$ cat src/rtl/instr_prefetch.sv
// instr_prefetch: fetch PC walker with req/ack memory bus, prefetch FIFO and redirect flush.
module instr_prefetch #(
    parameter int ADDR_W = 8,
    parameter int DEPTH  = 4
) (
    input  logic                     clk,
    input  logic                     rst,
    input  logic                     ena,
    output logic                     mem_req,
    output logic [ADDR_W-1:0]        mem_addr,
    input  logic                     mem_ack,
    input  logic [7:0]               mem_data,
    input  logic                     redirect,
    input  logic [ADDR_W-1:0]        redirect_pc,
    output logic [7:0]               instr,
    output logic [ADDR_W-1:0]        instr_pc,
    output logic                     instr_valid,
    input  logic                     instr_ready,
    output logic [$clog2(DEPTH):0]   fifo_count
);
    localparam int PW = $clog2(DEPTH);
    localparam int CW = PW + 1;
    typedef enum logic [1:0] {IDLE, REQ, DROP} state_t;
    state_t            state_q, state_d;
    logic [ADDR_W-1:0] fetch_pc_q, fetch_pc_d, mem_addr_q, mem_addr_d;
    logic              mem_req_q, mem_req_d;
    logic [7:0]        data_q [DEPTH];
    logic [ADDR_W-1:0] pc_q [DEPTH];
    logic [PW-1:0]     rd_q, wr_q;
    logic [CW-1:0]     count_q, count_d;
    logic              push, pop, done, issue;
    assign instr_valid = count_q != '0;
    assign instr       = data_q[rd_q];
    assign instr_pc    = pc_q[rd_q];
    assign mem_req     = mem_req_q;
    assign mem_addr    = mem_addr_q;
    assign fifo_count  = count_q;
    // A request completes on ack in REQ/DROP; only a completed (or idle) bus may issue again.
    always_comb begin
        pop        = instr_valid && instr_ready && !redirect;
        push       = state_q == REQ && mem_ack && !redirect;
        count_d    = redirect ? '0 : count_q + CW'(push) - CW'(pop);
        fetch_pc_d = redirect ? redirect_pc : (push ? mem_addr_q + ADDR_W'(1) : fetch_pc_q);
        done       = state_q == IDLE || mem_ack;
        issue      = done && ena && count_d < CW'(DEPTH);
        state_d    = done ? (issue ? REQ : IDLE) : (redirect ? DROP : state_q);
        mem_addr_d = issue ? fetch_pc_d : mem_addr_q;
        mem_req_d  = state_d != IDLE;
    end
    always_ff @(posedge clk) begin
        if (rst) begin
            state_q    <= IDLE;
            fetch_pc_q <= '0;
            mem_addr_q <= '0;
            mem_req_q  <= 1'b0;
            rd_q       <= '0;
            wr_q       <= '0;
            count_q    <= '0;
        end else begin
            state_q    <= state_d;
            fetch_pc_q <= fetch_pc_d;
            mem_addr_q <= mem_addr_d;
            mem_req_q  <= mem_req_d;
            rd_q       <= redirect ? '0 : rd_q + PW'(pop);
            wr_q       <= redirect ? '0 : wr_q + PW'(push);
            count_q    <= count_d;
        end
    end
    always_ff @(posedge clk) begin
        if (push) begin
            data_q[wr_q] <= mem_data;
            pc_q[wr_q]   <= mem_addr_q;
        end
    end
endmodule

$ cat config.mk
export PLATFORM = sky130hd
export DESIGN_NAME = instr_prefetch
export DESIGN_NICKNAME = d
export VERILOG_FILES = /design/src/rtl/instr_prefetch.sv
export SDC_FILE = /design/constraint.sdc
export NUM_CORES = 1
export LEC_CHECK = 0
export ABC_AREA = 0
export ABC_CLOCK_PERIOD_IN_PS = 2900
export BUFFER_PORTS_ARGS = -buffer_cell sky130_fd_sc_hd__buf_2
export CAP_MARGIN = 20
export CELL_PAD_IN_SITES_DETAIL_PLACEMENT = 1
export CELL_PAD_IN_SITES_GLOBAL_PLACEMENT = 1
export CORE_AREA = 2 2 104 106
export CTS_CLUSTER_DIAMETER = 100
export DETAILED_ROUTE_END_ITERATION = 8
export DIE_AREA = 0 0 106 108
export PLACE_DENSITY_LB_ADDON = 0.08
export RECOVER_POWER = 50
export SYNTH_ARGS = -nofsm -noshare
export SYNTH_HDL_FRONTEND = slang
export SYNTH_SLANG_ARGS = --single-unit
$ cat constraint.sdc
create_clock -name clk -period 2.9 [get_ports clk]
set_clock_uncertainty 0.1 [all_clocks]
set_input_delay 0.435 -clock clk [delete_from_list [all_inputs] [get_ports clk]]
set_output_delay 0.435 -clock clk [all_outputs]
set_load 0.02 [all_outputs]
# == Yosys cells after proc, flatten, opt, wreduce, memory -nomap -nowiden ==
# Memory sizes are Yosys's and may differ from the RTL's. A register that Yosys moved wholly into a read port is not among the register bits.
# Index checks and enable logic that the tools add are counted.
# totals
latch_bits,0
ramBits,64
rom_bits,0
memories,2
reg_bits,26
output_inout_bits,29
# classes
eq_ne,1
n_mul,0
n_addsub,5
reduce_logical,12
n_shift,0
bitwise_logic,0
order_cmp,1
mux,10
div_mod_pow,0
# memory_table
name,words,width,rd,rd_clocked_by_memory_dff,wr,line_no,text
data_q,4,8,1,1,1,27,logic [7:0] data_q [DEPTH];
pc_q,4,8,1,1,1,28,logic [ADDR_W-1:0] pc_q [DEPTH];
# ops
operator,count
8-bit two-way mux,2
"8-bit by 1-bit adder with 8-bit output, second input constant",1
2-bit two-way mux,4
1-bit logical AND,6
2-bit by 1-bit adder with 2-bit output,2
3-bit by 1-bit adder with 3-bit output,1
"3-bit < comparator, second input constant",1
1-bit two-way mux,3
3-bit two-way mux,1
3-bit nonzero test,1
3-bit by 1-bit subtractor with 3-bit output,1
"2-bit by 1-bit equality test with 1-bit output, second input constant",1
2-bit logical NOT,1
2-bit nonzero test,1
2-bit OR reduction,1
1-bit logical NOT,1
1-bit logical OR,1

# == Logic depth before layout (Yosys ltp) ==
# Gate-level depths: netlist of run 1.
# depth
depth_word,11
mapped_depth,13

# == Least setup slack after synthesis of run 1 ==
# No wires, ideal clock.
# synth_timing
path_type,flip-flop to flip-flop
start,"register count_q[2], in the netlist fifo_count[2]"
end,"register mem_addr_q[4], in the netlist mem_addr[4]"
period_less_slack_ns,2.987
required_ns,2.672
stages_incl_launch_ff,13
arrival_time_ns,2.759
setup_slack_ns,-0.087
cell_sequence,dfxtp_1 or3_1 and2_1 nand2_1 o21ai_1 ha_1 fa_1 xnor2_2 xnor2_2 o211a_4 buf_6 mux2i_1 nor2_1
# synth_between
elab_chain_len,7
word_cells_on_any_way,8
# synth_rtl
item,line_no,text
"start, declared",30,"logic [CW-1:0] count_q, count_d;"
"start signal, assigned",66,count_q <= count_d;
3-bit nonzero test,32,assign instr_valid = count_q != '0;
via instr_valid,17,"output logic instr_valid,"
1-bit logical AND (2 in series),40,pop = instr_valid && instr_ready && !redirect;
3-bit by 1-bit subtractor with 3-bit output,42,count_d = redirect ? '0 : count_q + CW'(push) - CW'(pop);
3-bit two-way mux,42,
3-bit < comparator,45,issue = done && ena && count_d < CW'(DEPTH);
1-bit logical AND,45,
"end signal, assigned",62,mem_addr_q <= mem_addr_d;
"end, declared",25,"logic [ADDR_W-1:0] fetch_pc_q, fetch_pc_d, mem_addr_q, mem_addr_d;"
# The timed path passes the listed nets, and every way through them passes these cells.
# A chain may end at the register's enable or synchronous reset.

# == Worst setup path in the final report of run 1 ==
# layout_timing
start,"register count_q[1], in the netlist fifo_count[1]"
end,"register mem_addr_q[7], in the netlist mem_addr[7]"
# layout_between
elab_chain_len,7
word_cells_on_any_way,8
# layout_rtl
item,line_no
branches (longest 3 deep; another with 3-bit by 1-bit adder with 3-bit output),-
3-bit by 1-bit subtractor with 3-bit output *,42
3-bit two-way mux *,42
3-bit < comparator *,45
1-bit logical AND *,45
# Every way passes the cells marked *.

==> results.ini, run 1 <==
[grt]
use_met3_pct=2.53
met1_usage_pct=18.8
met2_usage_pct=21.8
grt_pass1_wl_mm=11.9
grt.total_usage_pct=13.9
grt-busiest-layer=met2
gr-total-overflow=0
grt_pass1_vias=2168
grt_start_max_net_pins=25
antenna_found_initial=0

[cells_and_area]
multi_input_area_sq_um=1080
n_antenna_cell=0
final_layout_size_suffix_gt1_share_pct=35.9
regArea_sq_um=2450
most-common-layout-cells=edfxtp_1 (64), buf_2 (36), dfxtp_1 (24)
fill_cells=1061
nets=311
layout_commonest_cell=edfxtp_1
post-route-util_pct=41.9
fin_area_sq_um=4280
areaGrowthSynthToFinish_pct=20.1

[floorplan]
core_sq_um=10200
rows=37
die_width_microns=106
start_util_pct=34.9
dieArea_sq_um=11400
ios=51
die_y_microns=108

[worst_hold_path]
min_path_type=in -> reg

[clock_tree]
cts_buffers=9
insertion_delay_ns=0.35
clk_pin_slew_ns=0.09
cts-root-buf=clkbuf_8
cts-htree-levels=3
cts_sinks=90
cts_tree=yes
clockBufferDepth=2

[timing]
tightestPinTransition_ns=1.06
max_freq_ghz=0.362
fin_crit_ns=2.76
setup_tns_ns=0
slew_violations=0
setup_viol=0
fin_crit_sh_pct=95.3
slew_headroom_pct=29.0
worst_slack_ns=0.137
finalHoldViolations=0

[detailed_routing]
firstDrtPassIters=4
ant_nets=0
drt_iter0_markers=52
totalWireLength_mm=7.34
drc_errors=0
vias=2017
wl_per_cell_microns=17.2
vias_per_cell=4.73

[worst_setup_path]
r2r_start=fifo_count[1]$_SDFF_PP0_
r2r_setup_slack_ns=0.14
reg2reg_depth=12
cp_max_fo=4
r2r-end=mem_addr[7]$_SDFFE_PP0P_
slowest_delay_ns=0.37
worst_ep_required_time_ns=3.08
crit_end=mem_addr[7]$_SDFFE_PP0P_
slowest_stage=dfxtp_4
critical_path.startpoint_type=register
setup.worst_path.class=reg -> reg
crit_top_cell=xnor2_2
end_kind=register
cp.arrival_ns=2.94
path_cells=or3_4, and2_4, nand2_1, o21ai_1, ha_2, fa_2, xnor2_2, xnor2_2, o211ai_1, buf_4, a211o_1, a21oi_2
cp-startpoint=fifo_count[1]$_SDFF_PP0_

[synth]
yosys.area.top_type=edfxtp_1
synthSimpleGateAreaFrac_pct=7.72
syn-num-nets=242
yosys_warnings=0
seq_area_frac_synth_pct=68.5
synth-compound-area-share_pct=6.03
synth_fa_ha_area_share_pct=1.61
synthMuxAreaShare_pct=11.3
synth_ff_type=edfxtp_1
async_reset_ff_share_pct=0
yosysUniqueCellTypes=42
synth_area_leaders=edfxtp_1 (54%), dfxtp_1 (15%), mux4_2 (10%), nor2_1 (2.0%), a211oi_2 (1.4%)
synth_top_family_by_area=multiplexers
synth_area_sq_um=3570
synth_seq_cells=90
synth_cells=216
synth_top_area_share_pct=53.9
synth_xor_area_share_pct=3.12
synth-edff-count=64
syn_avg_cell_area_sq_um=16.5

[place]
gp_congestion=0.660
portBuffers=50
post_dp_cell_area_sq_um=4080
dp_slack_ns=0.0959
hpwl_mm=4.88

[power]
peakVddDrop_uv=220
p_leak_uw=0.00147
powerDensity_nw_per_um2=571

[run_status]
status=finished clean

[job]
maxCapViolCount=0

final cells by class:
class / instances / share of cell area, %
tap: 136 / 3.97
sequential: 90 / 57.1
timing repair buffer: 68 / 8.71
clock inverter: 6 / 1.72
multi-input combinational: 114 / 25.3
inverter: 2 / 0.175
clock buffer: 10 / 2.98
worst min path at each step:
stage                                   from                       end  slack [ns]  depth (start not counted)
floorplan           fetch_pc_q[1]$_SDFF_PP0_  fetch_pc_q[1]$_SDFF_PP0_        0.36                          2
global placement    fetch_pc_q[1]$_SDFF_PP0_  fetch_pc_q[1]$_SDFF_PP0_        0.39                          2
detailed placement  fetch_pc_q[1]$_SDFF_PP0_  fetch_pc_q[1]$_SDFF_PP0_        0.39                          2
CTS                                  mem_ack     state_q[1]$_SDFF_PP0_        0.17                          2
global route                         mem_ack     state_q[1]$_SDFF_PP0_        0.19                          2
finish                               mem_ack     state_q[1]$_SDFF_PP0_        0.19                          2
what timing repair did:
| action | CTS | global route |
|---|---|---|
| resized for setup | 0 | 6 |
| endpoints found under the setup margin | 0 | 8 |
| buffers inserted | 0 | 2 |
| hold buffers | 0 | 0 |
per-stage QoR:
stage	std cells	hold slack, ns	power, uW
6_report	426	0.188	2440
5_1_grt	426	0.190	2560
4_1_cts	424	0.169	2490
3_5_place_dp	408	0.390	1620
3_3_place_gp	408	0.385	1620
2_1_floorplan	216	0.357	1550
per-layer routing:
| layer | up-vias | part of all wire [%] |
|---|---|---|
| met1 | 1010 | 48 |
| met2 | 38 | 48 |
| met3 | 10 | 3.1 |
| met5 | - | 0 |
| met4 | 0 | 1.6 |
| li1 | 959 | - |
Yosys cell counts, drive strengths merged (2+ instances only):
cell     n
edfxtp  64
dfxtp   26
nor2    19
mux4    16
nand2   11
buf      9
nor3     8
a211oi   7
xnor2    6
a21oi    5
xor2     5
and2     4
nor2b    4
a221oi   3
ha       3
nand3    3
o21ai    3
inv      2
mux2     2
mux2i    2
nor3b    2
sequential cells by signal, indices dropped and copies added (netlist names):
signal	cells
wr_q	2
data_q	32
pc_q	32
fetch_pc_q	8
mem_req	1
mem_addr	8
state_q	2
rd_q	2
fifo_count	3
where the power goes:
part	internal [uW]	total, uW	switching [uW]	leakage [uW]
Sequential	1400	1430	29.1	0.000792
Combinational	63.0	152	89.3	0.000583
Clock	409	863	453	0.0000950
cells by family (layout without fill, tap and decap cells):
logic type,after synthesis,in the layout
XOR/XNOR,11,11
AO/OA/AOI/OAI,24,24
flip-flops,90,90
multiplexers,20,20
buffers and inverters,12,86
adder cells (fa/ha/maj),4,4
AND/OR/NAND/NOR,55,55
critical path, delay by kind of cell (launching register included):
family	cells	cell delay, ns
simple gates	3	0.60
flops	1	0.37
xor+xnor	2	0.38
fa+ha+maj	2	0.55
buf+inv	1	0.17
compound gates	4	0.53
No activity file was read; power rests on OpenSTA's default activity.
==> inputs of run 2 (changes only) <==
PLACE_DENSITY_LB_ADDON = 0.1   (was 0.08)
==> results.ini, run 2 (synthesis results as in run 1) <==
[worst_setup_path]
end_kind=register
cp-startpoint=fifo_count[1]$_SDFF_PP0_
crit_end=mem_addr[7]$_SDFFE_PP0P_
r2r_setup_slack_ns=0.08
critical_path.startpoint_type=register
worst_ep_required_time_ns=3.09
setup.worst_path.class=reg -> reg
r2r_start=fifo_count[1]$_SDFF_PP0_
reg2reg_depth=11
cp_max_fo=4
r2r-end=mem_addr[7]$_SDFFE_PP0P_
cp.arrival_ns=3.01

[cells_and_area]
top_regs=data_q (32), pc_q (32)
nets=310
multi_input_area_sq_um=1100
final_layout_size_suffix_gt1_share_pct=38.1
fill_cells=1056
layout_commonest_cell=edfxtp_1
areaGrowthSynthToFinish_pct=19.8
regArea_sq_um=2450
n_antenna_cell=0
most-common-layout-cells=edfxtp_1 (64), buf_2 (40), dfxtp_1 (24)
fin_cells=425

[place]
hpwl_mm=4.69
portBuffers=50
place_inst=403
dp_slack_ns=0.0138
gp_congestion=0.701

[detailed_routing]
firstDrtPassIters=4
ant_nets=0
wl_per_cell_microns=17.5
totalWireLength_mm=7.43
drc_errors=0
vias_per_cell=4.80
drt_iter0_markers=44
vias=2041

[clock_tree]
cts_tree=yes
cts_buffers=9
clockBufferDepth=2
cts_sinks=90
insertion_delay_ns=0.35
cts-root-buf=clkbuf_8
holdBufCountCts=0
cts-htree-levels=3
clk_pin_slew_ns=0.08

[power]
p_leak_uw=0.00149
peakVddDrop_uv=197
powerDensity_nw_per_um2=569

[floorplan]
ios=51
rows=37
core_sq_um=10200
start_util_pct=34.9
dieArea_sq_um=11400
die_y_microns=108
die_width_microns=106

[grt]
grt.total_usage_pct=14.1
grt_start_max_net_pins=25
antenna_found_initial=0
gr-total-overflow=0
grt_pass1_wl_mm=12.0
grt_pass1_vias=2235

[worst_hold_path]
min_path_type=in -> reg
hold_path_depth=2

[run_status]
status=finished clean

[timing]
fin_crit_sh_pct=97.2
finalHoldViolations=0
worst_slack_ns=0.0800
setup_viol=0
slew_violations=0
tightestPinTransition_ns=0.537
max_freq_ghz=0.355
slew_headroom_pct=64.2
fin_crit_ns=2.82

[job]
maxCapViolCount=0

==> run 2: metrics by stage <==
stage	instance area, sq um	util (%)	hold slack (ns)	TNS (ns)	power (uW)
floorplan	3570	-	0.357	0	1550
global placement	4030	39.4	0.381	0	1610
detailed placement	4030	39.4	0.391	0	1620
CTS	4240	41.4	0.176	0	2470
global route	4270	41.8	0.199	-0.0323	2540
finish	4270	41.8	0.196	0	2430
==> run 2: final cells by class <==
class                      count  share of cell area [%]
clock buffer                  10                    2.99
sequential                    90                    57.3
tap                          136                    3.98
multi-input combinational    115                    25.8
clock inverter                 6                    1.55
inverter                       2                   0.176
timing repair buffer          66                    8.28
==> run 2: per-layer routing <==
layer  routed length (microns)  global-route usage, %
met5                         0                      0
met4                       109                   6.20
met3                       258                   3.07
met2                      3640                   22.8
met1                      3420                   18.3
==> run 2: worst min-delay path by stage <==
stage / from / to / slack [ns]
2_1_floorplan: fetch_pc_q[1]$_SDFF_PP0_ / fetch_pc_q[1]$_SDFF_PP0_ / 0.36
3_3_place_gp: fetch_pc_q[1]$_SDFF_PP0_ / fetch_pc_q[1]$_SDFF_PP0_ / 0.38
3_5_place_dp: fetch_pc_q[1]$_SDFF_PP0_ / fetch_pc_q[1]$_SDFF_PP0_ / 0.39
4_1_cts: mem_ack / state_q[1]$_SDFF_PP0_ / 0.18
5_1_grt: mem_ack / state_q[1]$_SDFF_PP0_ / 0.20
6_report: mem_ack / state_q[1]$_SDFF_PP0_ / 0.20
==> run 2: what timing repair did <==
action                                  in CTS  in global routing
setup buffers                                2                  3
gates resized for setup                      0                  8
endpoints found under the setup margin       1                 10
gates cloned                                 0                  1
pin swaps                                    0                  6
==> run 2: critical path, cell delays in order (launching register included) <==
cell and delay, ns:
dfxtp_4 0.36, or3_4 0.36, and2_4 0.16, nand2_2 0.07, o21ai_1 0.08, ha_2 0.19
fa_2 0.38, xnor2_2 0.16, xnor2_2 0.27, o211ai_1 0.20, a211o_1 0.32, a21oi_2 0.11
==> run 2: power breakdown <==
| part | total, uW | switching (uW) | leakage [uW] | internal [uW] |
|---|---|---|---|---|
| sequential | 1430 | 26.8 | 0.000792 | 1400 |
| combinational | 162 | 94.6 | 0.000605 | 67.0 |
| clock | 844 | 444 | 0.0000905 | 400 |
| total | 2430 | 565 | 0.00149 | 1870 |
==> inputs of run 3 (changes only) <==
CELL_PAD_IN_SITES_DETAIL_PLACEMENT = 2   (was 1)
CELL_PAD_IN_SITES_GLOBAL_PLACEMENT = 2   (was 1)
==> results.ini, run 3 (synthesis results as in run 1) <==
[cells_and_area]
nets=316
n_antenna_cell=0
areaGrowthSynthToFinish_pct=21.5
layout_commonest_cell=edfxtp_1
fin_cells=431
most-common-layout-cells=edfxtp_1 (64), buf_2 (41), dfxtp_1 (24)
fin_area_sq_um=4330
top_regs=data_q (32), pc_q (32)
post-route-util_pct=42.4
final_layout_size_suffix_gt1_share_pct=40.3

[floorplan]
rows=37
core_sq_um=10200
die_width_microns=106
die_y_microns=108
dieArea_sq_um=11400
ios=51
start_util_pct=34.9

[detailed_routing]
drc_errors=0
drt_iter0_markers=54
vias_per_cell=4.86
wl_per_cell_microns=18.6
firstDrtPassIters=4
ant_nets=0
vias=2096
totalWireLength_mm=8.03

[timing]
slew_violations=0
tightestPinTransition_ns=0.509
rsz0062_at_grt=yes
slew_headroom_pct=66.1
max_freq_ghz=0.357
setup_viol=0
finalHoldViolations=0
fin_crit_sh_pct=96.6
worst_slack_ns=0.100
fin_crit_ns=2.80

[place]
gp_congestion=0.664
dp_slack_ns=0.00352
post_dp_cell_area_sq_um=4080
hpwl_mm=5.26
portBuffers=50
place_inst=409

[worst_setup_path]
path_buf_inv=1
setup.worst_path.class=reg -> reg
cp_top_family=simple AND/OR/NAND/NOR gates
r2r_setup_slack_ns=0.1
end_kind=register
slowest_delay_ns=0.38
path_cells=or3_4, and2_4, nand2_4, o21ai_2, ha_2, fa_2, xnor2_2, xnor2_2, o211ai_1, buf_4, a211o_1, a21oi_1
critical_path.startpoint_type=register
cp.arrival_ns=2.99
crit_top_cell=xnor2_2
worst_ep_required_time_ns=3.09
cp_max_fo=4
slowest_stage=or3_4

[power]
peakVddDrop_uv=219
switching_power_uw=588
p_leak_uw=0.00154
switching_share_pct=23.8
seq_power_share_pct=57.9
powerDensity_nw_per_um2=570
p_clk_share_pct=35.3
p_comb_share_pct=6.7
p_int_uw=1880

[grt]
grt_pass1_wl_mm=12.7
grt_start_max_net_pins=25
grt.total_usage_pct=15.1
gr-total-overflow=0
antenna_found_initial=0
grt_pass1_vias=2328

[clock_tree]
clockBufferDepth=2
cts_buffers=9
cts-root-buf=clkbuf_8
insertion_delay_ns=0.35
cts-htree-levels=3
holdBufCountCts=0
clk_pin_slew_ns=0.09
cts_sinks=90
cts_tree=yes

[job]
maxCapViolCount=0

[run_status]
status=finished clean

[worst_hold_path]
min_path_type=in -> reg

==> run 3: per-stage QoR <==
stage / hold slack (ns) / setup TNS, ns / power, uW
floorplan: 0.357 / 0 / 1550
global placement: 0.386 / 0 / 1620
detailed placement: 0.395 / 0 / 1620
CTS: 0.160 / 0 / 2500
global route: 0.175 / -0.0105 / 2570
finish: 0.180 / 0 / 2470
==> run 3: worst register-to-register path, delay by kind of cell (launching register included) <==
family                     cells  cell delay (ns)
xor gates and xnor gates       2             0.45
adders and majority gates      2             0.55
buffers and inverters          1             0.16
AOI/OAI and AO/OA              4             0.53
and+or+nand+nor                3             0.60
DFF                            1             0.33
==> run 3: final timing paths <==
path,startpoint,end,depth (start not counted)
worst max-delay path,fifo_count[0]$_SDFF_PP0_,mem_addr[7]$_SDFFE_PP0P_,12
worst min-delay path,mem_ack,state_q[1]$_SDFF_PP0_,2
worst max register to register,fifo_count[0]$_SDFF_PP0_,mem_addr[7]$_SDFFE_PP0P_,12
worst min register to register,fetch_pc_q[2]$_SDFF_PP0_,fetch_pc_q[2]$_SDFF_PP0_,2
==> run 3: power groups by stage <==
stage	combinational (uW)	sequential (uW)	clock (uW)
floorplan	85.4	1460	0
global placement	157	1460	0
detailed placement	160	1460	0
CTS	161	1430	905
global route	184	1440	950
finish	166	1430	872
==> run 3: routing by layer <==
metal  track usage (%)  vias to the layer above  share of wire, %
li1                  -                      981                 -
met1              19.6                     1064                46
met2              24.8                       43                50
met3              3.44                        8               3.4
met4              5.64                        0               1.4
met5                 0                        -                 0
==> run 3: what timing repair did <==
| action | 4_1_cts | 5_1_grt |
|---|---|---|
| resized for setup | 0 | 7 |
| endpoints found under the setup margin | 0 | 8 |
| setup buffers | 0 | 5 |
==> run 3: layout make-up <==
class / instances / area [sq um]
tap: 136 / 170
sequential: 90 / 2440
timing repair buffer: 72 / 404
fill: 1035 / 5900
clock buffer: 10 / 128
inverter: 2 / 7.51
clock inverter: 6 / 72.6
multi-input combinational: 115 / 1110
